$ cat src/rtl/imem_loader.sv
// Boot-time instruction-memory loader: assembles little-endian words from a
// byte stream, writes them from address 0 and releases the core when done.
module imem_loader #(
    parameter int         ADDR_W   = 8,
    parameter logic [6:0] HALT_OPC = 7'b1111111
) (
    input  logic              clk,
    input  logic              rst_n,
    input  logic              start,
    input  logic [7:0]        in_data,
    input  logic              in_valid,
    output logic              in_ready,
    output logic              imem_we,
    output logic [ADDR_W-1:0] imem_addr,
    output logic [31:0]       imem_wdata,
    output logic              core_rst,
    output logic              core_enable,
    output logic              done,
    output logic              full,
    output logic [ADDR_W:0]   word_count
);

    typedef enum logic [1:0] {
        IDLE,
        LOAD,
        WRITE,
        DONE
    } state_e;

    state_e              state_q, state_d;
    logic [1:0]          bc_q, bc_d;
    logic [ADDR_W-1:0]   idx_q, idx_d;
    logic [ADDR_W:0]     wc_q, wc_d;
    logic [31:0]         wdata_q, wdata_d;
    logic                full_q, full_d;

    always_ff @(posedge clk or negedge rst_n) begin
        if (!rst_n) begin
            state_q <= IDLE;
            bc_q    <= '0;
            idx_q   <= '0;
            wc_q    <= '0;
            wdata_q <= '0;
            full_q  <= 1'b0;
        end else begin
            state_q <= state_d;
            bc_q    <= bc_d;
            idx_q   <= idx_d;
            wc_q    <= wc_d;
            wdata_q <= wdata_d;
            full_q  <= full_d;
        end
    end

    always_comb begin
        state_d = state_q;
        bc_d    = bc_q;
        idx_d   = idx_q;
        wc_d    = wc_q;
        wdata_d = wdata_q;
        full_d  = full_q;
        unique case (state_q)
            IDLE, DONE: begin
                if (start) begin
                    state_d = LOAD;
                    bc_d    = '0;
                    idx_d   = '0;
                    wc_d    = '0;
                    full_d  = 1'b0;
                end
            end
            LOAD: begin
                if (in_valid) begin
                    unique case (bc_q)
                        2'd0: wdata_d[7:0]   = in_data;
                        2'd1: wdata_d[15:8]  = in_data;
                        2'd2: wdata_d[23:16] = in_data;
                        2'd3: wdata_d[31:24] = in_data;
                        default: ;
                    endcase
                    bc_d = bc_q + 2'd1;
                    if (bc_q == 2'd3) begin
                        state_d = WRITE;
                    end
                end
            end
            WRITE: begin
                idx_d = idx_q + ADDR_W'(1);
                wc_d  = wc_q + (ADDR_W + 1)'(1);
                if (wdata_q[6:0] == HALT_OPC) begin
                    state_d = DONE;
                end else if (&idx_q) begin
                    // Last slot written without a halt word.
                    state_d = DONE;
                    full_d  = 1'b1;
                end else begin
                    state_d = LOAD;
                end
            end
            default: state_d = IDLE;
        endcase
    end

    assign in_ready    = (state_q == LOAD);
    assign imem_we     = (state_q == WRITE);
    assign imem_addr   = idx_q;
    assign imem_wdata  = wdata_q;
    assign core_rst    = (state_q != DONE);
    assign core_enable = (state_q == DONE);
    assign done        = (state_q == DONE);
    assign full        = full_q;
    assign word_count  = wc_q;

endmodule

$ cat config.mk
export PLATFORM = sky130hd
export DESIGN_NAME = imem_loader
export DESIGN_NICKNAME = d
export VERILOG_FILES = /design/src/rtl/imem_loader.sv
export SDC_FILE = /design/constraint.sdc
export NUM_CORES = 1
export LEC_CHECK = 0
export BUFFER_PORTS_ARGS = -buffer_cell sky130_fd_sc_hd__buf_2
export CORE_UTILIZATION = 46
export CTS_CLUSTER_DIAMETER = 100
export DETAILED_ROUTE_END_ITERATION = 12
export GPL_TIMING_DRIVEN = 0
export PLACE_DENSITY = 0.78
export SLEW_MARGIN = 10
export SYNTH_ARGS = -nofsm -noshare
export SYNTH_HDL_FRONTEND = slang
export SYNTH_SLANG_ARGS = --single-unit
$ cat constraint.sdc
create_clock -name clk -period 1.65 [get_ports clk]
set_input_delay 0.165 -clock clk [delete_from_list [all_inputs] [get_ports clk]]
set_output_delay 0.165 -clock clk [all_outputs]
set_load 0.01 [all_outputs]
==> flow_summary_export.csv, run 1 <==
group,metric,value,unit
placed_design,dp.cells,343,
cts,ctsLongestPathBuffers,2,
route,wirelength,5.59,mm
sta,post-route-min-period,1.66,ns
pwr,switching_share,35.2,%
route,postRouteAntennaNets,0,
worst_setup_path,arrival,1.86,ns
floorplan,die_w,76.4,µm
sta,clock.fmax,601,MHz
synth,synth_area_per_cell,12.3,µm²
cts,cts_tree,"built",
placed_design,pre_cts_ws,-0.178,ns
synth,synth-compound-area-share,6.93,%
grt,antenna_found_initial,0,
sta,rsz0062_at_grt,"yes",
layout,syn2layout_area_growth,28.0,%
floorplan,dieArea,5830,µm²
synth,synth_seq_cells,54,
sta,slew_headroom,55.1,%
sta,setup_violations,3,
grt,grt_first_pass_wirelength,9.05,mm
route,vias_per_cell,5.36,
synth,synthXorXnorAreaFrac,3.44,%
placed_design,dp_hpwl,3.75,mm
sta,setup_tns,-0.0349,ns
synth,synth_area,2540,µm²
cts,root_buffer,"clkbuf_8",
status,status,"complete, but fails checks",
pwr,power_switching,1.92,mW
cts,clock_latency,0.30,ns
layout,fillers,444,
route,drt-initial-drc-count,120,
grt,grt_overflow,0,
worst_setup_path,critPathLaunchType,"flop",
grt,grt_pass1_vias,1902,
grt,grt_max_degree,55,
floorplan,ios,67,
sta,tightest_slew,0.673,ns
layout,fin_nets,308,
layout,final_cell_mix,"buf_2 (69), dfrtp_1 (53), mux2_2 (32)",
worst_setup_path,reg2reg_slack,-0.01,ns
worst_setup_path,crit_fanout,5,
worst_setup_path,path_class,"reg -> reg",
synth,yosysUniqueCellTypes,35,
worst_setup_path,endpoint_kind,"flop",
placed_design,gp_congestion,0.764,
pwr,powerDensity,1670,nW/µm²
job,drv_cap,0,
pwr,power_frac_comb,41.8,%
floorplan,start_util,48.9,%
layout,layout_commonest_cell,"buf_2",
route,first_pass_iters,4,
hold_path,hold_class,"in -> reg",
sta,fin_skew,0.00370,ns
pwr,ir_worst_vdd,1.13,mV
pwr,p_int,3.54,mW
pwr,leakagePower,1.57,nW
cts,numCtsBuffers,5,
status,violations,"negative setup slack",
cts,clock-sinks,54,
synth,syn_inst,207,
sta,hold_viol_final,0,
cts,cts_max_level,2,
grt,globalRouteTotalUtil,19.4,%
synth,synth_warnings,0,
floorplan,design.core.area,5200,µm²
placed_design,port_buffers,66,
route,wl_per_cell,15.7,µm
sta,final.setup.worst_slack,-0.0133,ns
pwr,total_power,5.46,mW
layout,drive_above_1_share,47.4,%
pwr,seqPwrFrac,38.4,%
synth,synthMuxAreaShare,17.0,%
cts,path_clk_slew,0.10,ns
synth,synthSimpleGateAreaFrac,11.7,%
synth,synth_nets,229,
route,drt_drc_violations_left,0,
floorplan,die_y,76.4,µm
route,vias,1915,
sta,finalMaxSlewViolations,0,
synth,synth_top_family_by_area,"multiplexers",
floorplan,rows,26,
pwr,p_clk_share,19.8,%
sta,fin_crit_sh,101,%
worst_setup_path,cp_data_required_time,1.85,ns
layout,instances_no_fill,357,
synth,yosysSeqAreaShare,53.1,%
layout,antenna_cells_inserted,0,
synth,synthAdderAreaFrac,4.92,%
layer usage:
layer / vias up / part of all wire, % / track usage (%) / wire length [µm]
li1: 900 / - / - / -
met1: 936 / 43 / 24.1 / 2380
met2: 72 / 49 / 32.8 / 2750
met3: 7 / 7.4 / 6.35 / 412
met4: 0 / 0.84 / 4.42 / 47
met5: - / 0 / 0 / 0
synth_stat cells:
cell / instances / area share, %
dfrtp_1: 54 / 53
mux2_2: 33 / 15
nor2_1: 13 / 1.9
ha_1: 10 / 4.9
o21ai_0: 9 / 1.8
inv_1: 8 / 1.2
nand2_1: 8 / 1.2
xnor2_1: 7 / 2.4
mux2i_1: 6 / 2.4
nand4_1: 6 / 1.5
a21oi_1: 5 / 0.98
nand3_1: 5 / 0.98
nand2_2: 4 / 0.98
a32oi_1: 3 / 1.0
buf_2: 3 / 0.59
nor2b_1: 3 / 0.74
nor3_2: 3 / 1.2
xor2_1: 3 / 1.0
a21boi_1: 2 / 0.59
a221oi_1: 2 / 0.69
a22o_1: 2 / 0.69
and3_1: 2 / 0.49
and4_1: 2 / 0.69
buf_4: 2 / 0.59
o22ai_1: 2 / 0.49
a221o_1: 1 / 0.39
a22oi_1: 1 / 0.30
and2_1: 1 / 0.25
buf_1: 1 / 0.15
buf_6: 1 / 0.44
nand2b_1: 1 / 0.25
nor2_2: 1 / 0.25
nor3b_2: 1 / 0.49
nor4b_2: 1 / 0.59
or3_1: 1 / 0.25
area by class of cell:
class | count | area [µm²] | area share [%]
clock buffer | 6 | 82.6 | 2.53
multi-input combinational | 139 | 1220 | 37.5
sequential | 54 | 1350 | 41.5
tap | 70 | 87.6 | 2.69
timing repair buffer | 72 | 378 | 11.6
clock inverter | 2 | 60.1 | 1.84
inverter | 8 | 30.0 | 0.922
buffer | 6 | 45.0 | 1.38
critical path: stages (launching register included):
cell	delay [ns]
dfrtp_1	0.44
inv_2	0.06
ha_4	0.31
mux2i_4	0.33
buf_6	0.17
nor3b_2	0.05
xnor2_1	0.15
nor2_1	0.05
state kept, by name, indices dropped and copies added (netlist names):
register,cells
state_q,2
full,1
imem_wdata,32
bc_q,2
imem_addr,8
word_count,9
repair_timing:
item,in CTS,in global routing
endpoints found under the setup margin,51,46
hold buffers,0,1
buffers inserted,3,1
cloned,0,2
endpoints found under the hold margin,0,54
pin swaps,1,2
gates resized for setup,19,4
logic make-up after synthesis:
family,count (synthesis)
multiplexers,39
buffers and inverters,15
AND/OR/NAND/NOR,52
adder cells (fa/ha/maj),10
flip-flops,54
XOR/XNOR,10
AO/OA/AOI/OAI,27
power groups by stage:
stage	clock, mW	sequential, mW	combinational [mW]
global route	1.14	2.16	2.45
global placement	0	2.09	1.94
floorplan	0	2.29	1.05
finish	1.08	2.09	2.28
CTS	1.10	2.09	2.23
detailed placement	0	2.12	2.01
worst paths after layout:
path,start,end,depth (start not counted)
worst max-delay path,state_q[0],imem_addr[7],7
worst min-delay path,in_data[7],imem_wdata[23],2
worst max register to register,state_q[0],imem_addr[7],7
worst min register to register,imem_wdata[26],imem_wdata[26],1
max in group asynchronous,rst_n,state_q[1],2
min in group asynchronous,rst_n,word_count[8],2
metrics by stage:
stage                     area [µm²]  hold slack [ns]  util (%)
after global routing            3260            0.120      62.6
final                           3260            0.126      62.6
after global placement          2960            0.443      56.9
after CTS                       3220            0.116      61.8
after floorplan                 2540           -0.131         -
after detailed placement        2960            0.444      56.9
No activity file was read; power rests on OpenSTA's default activity.
==> run 2: changes to the inputs <==
- CTS_CLUSTER_DIAMETER: 100 -> 60
- MAX_ROUTING_LAYER: not set -> met4
- RECOVER_POWER: not set -> 25
==> run 2 against run 1 <==
Against the previous run: the flow still finishes with violations (negative setup slack); die area unchanged; combinational power is essentially flat; sequential power barely moved; final cell count is the same; sequential share of layout area about the same; register-to-register slack barely moved; critical endpoint unchanged; largest cell class unchanged; largest power group unchanged.
==> flow_summary_export.csv, run 2 (synthesized netlist as in run 1, its figures left out) <==
group,metric,value,unit
floorplan,ios,67,
worst_setup_path,cp_data_required_time,1.85,ns
grt,grt_first_pass_wirelength,9.05,mm
placed_design,port_buffers,66,
layout,largest_register_ffs,32,
sta,final.setup.worst_slack,-0.0134,ns
pwr,ir_worst_vdd,1.13,mV
pwr,leakagePower,1.56,nW
sta,slew_headroom,51.6,%
layout,antenna_cells_inserted,0,
route,vias,1908,
worst_setup_path,endpoint_kind,"flop",
pwr,power_frac_comb,41.7,%
floorplan,die_y,76.4,µm
cts,cts_max_level,2,
layout,multiInputGateArea,1220,µm²
route,first_pass_iters,4,
floorplan,rows,26,
cts,root_buffer,"clkbuf_8",
sta,setup_violations,3,
grt,grt_max_degree,55,
route,drt-initial-drc-count,134,
status,status,"complete, but fails checks",
job,drv_cap,0,
layout,fillers,443,
floorplan,die_w,76.4,µm
worst_setup_path,path_class,"reg -> reg",
floorplan,start_util,48.9,%
layout,instances_no_fill,357,
hold_path,hold_class,"in -> reg",
worst_setup_path,crit_fanout,5,
placed_design,pre_cts_ws,-0.178,ns
sta,fin_skew,0.00345,ns
layout,fin_nets,308,
worst_setup_path,arrival,1.86,ns
sta,clock.fmax,601,MHz
worst_setup_path,critPathLaunchType,"flop",
grt,globalRouteTotalUtil,20.0,%
route,postRouteAntennaNets,0,
route,vias_per_cell,5.34,
layout,layout_commonest_cell,"buf_2",
worst_setup_path,crit_chain,"inv_2 > ha_4 > mux2i_4 > buf_6 > nor3b_2 > xnor2_1 > nor2_1",
cts,path_clk_slew,0.10,ns
sta,hold_ws,0.125,ns
route,wirelength,5.58,mm
sta,finalMaxSlewViolations,0,
layout,syn2layout_area_growth,27.9,%
cts,cts_tree,"built",
layout,drive_above_1_share,46.7,%
pwr,power_switching,1.92,mW
sta,hold_viol_final,0,
layout,final_cell_mix,"buf_2 (67), dfrtp_1 (53), mux2_2 (32)",
worst_setup_path,critical_path.max_stage_delay,0.44,ns
placed_design,dp_hpwl,3.75,mm
grt,antenna_found_initial,0,
placed_design,gp_congestion,0.774,
sta,rsz0062_at_grt,"yes",
pwr,p_clk_share,19.8,%
cts,clock_latency,0.30,ns
route,wl_per_cell,15.6,µm
layout,seqCellArea,1350,µm²
pwr,switching_share,35.3,%
sta,tightest_slew,0.726,ns
floorplan,design.core.area,5200,µm²
grt,grt_pass1_vias,1902,
status,violations,"negative setup slack",
sta,fin_crit_sh,101,%
cts,clock-sinks,54,
sta,post-route-min-period,1.66,ns
pwr,p_int,3.53,mW
pwr,seqPwrFrac,38.5,%
placed_design,dp.cells,343,
pwr,powerDensity,1670,nW/µm²
floorplan,dieArea,5830,µm²
grt,grt_overflow,0,
cts,ctsLongestPathBuffers,2,
route,drt_drc_violations_left,0,
worst_setup_path,slowest_stage,"dfrtp_1",
cts,numCtsBuffers,5,
-- run 2: cell types whose count changed in the layout (fill, tap and decap cells not counted) --
cell	delta
buf_2	-2
buf_4	-1
clkbuf_1	+2
clkbuf_4	+1
-- run 2: worst max-delay path, delay by kind of cell, from the launching register on --
kind | cells | cell delay [ns]
XOR/XNOR | 1 | 0.15
AND/OR/NAND/NOR | 2 | 0.10
flip-flops | 1 | 0.44
buffers and inverters | 2 | 0.23
adder cells (fa/ha/maj) | 1 | 0.31
multiplexers | 1 | 0.33
-- run 2: what timing repair did --
action / in CTS / in global routing
pin swaps: 1 / 2
hold buffers: 0 / 1
gates cloned: 0 / 2
buffers inserted: 3 / 1
setup endpoints to repair: 51 / 46
resized for setup: 19 / 4
hold endpoints to repair: 0 / 54
-- run 2: cell type report --
class	instances	share of cell area, %
inverters	8	0.922
clock inverters	2	1.84
multi-input cells	139	37.5
repair buffers	72	11.5
clock buffers	6	2.54
well taps	70	2.69
flip-flops and latches	54	41.5
plain buffers	6	1.38
-- run 2: worst paths after layout --
path / startpoint / to / slack [ns] / cells after the start
max: state_q[0] / imem_addr[7] / -0.01 / 7
min: in_data[7] / imem_wdata[23] / 0.13 / 2
max reg2reg: state_q[0] / imem_addr[7] / -0.01 / 7
min reg2reg: imem_wdata[26] / imem_wdata[26] / 0.51 / 1
max in group asynchronous: rst_n / state_q[1] / 0.66 / 2
min in group asynchronous: rst_n / word_count[5] / 0.49 / 2
-- run 2: metrics by stage --
step	util (%)	instance area (µm²)	TNS, ns	total power [mW]
after global placement	56.9	2960	-3.49	4.02
after CTS	61.8	3220	0	5.43
final	62.5	3260	-0.0348	5.45
after floorplan	-	2540	0	3.34
after detailed placement	56.9	2960	-5.36	4.13
after global routing	62.5	3260	-1.52	5.75
-- run 2: power by group through the flow --
| stage | registers, mW | logic [mW] | clock network [mW] |
|---|---|---|---|
| after floorplan | 2.29 | 1.05 | 0 |
| after global placement | 2.09 | 1.94 | 0 |
| after detailed placement | 2.12 | 2.01 | 0 |
| after CTS | 2.09 | 2.23 | 1.10 |
| after global routing | 2.16 | 2.45 | 1.14 |
| final | 2.10 | 2.27 | 1.08 |
-- run 2: layer usage --
layer | global-route usage, % | part of all wire [%] | up-vias | routed length (µm)
met5 | - | 0 | - | 0
met1 | 24.9 | 44 | 931 | 2440
li1 | - | - | 903 | -
met3 | 5.63 | 6.2 | 7 | 346
met2 | 32.5 | 49 | 67 | 2750
met4 | 4.42 | 0.84 | 0 | 47
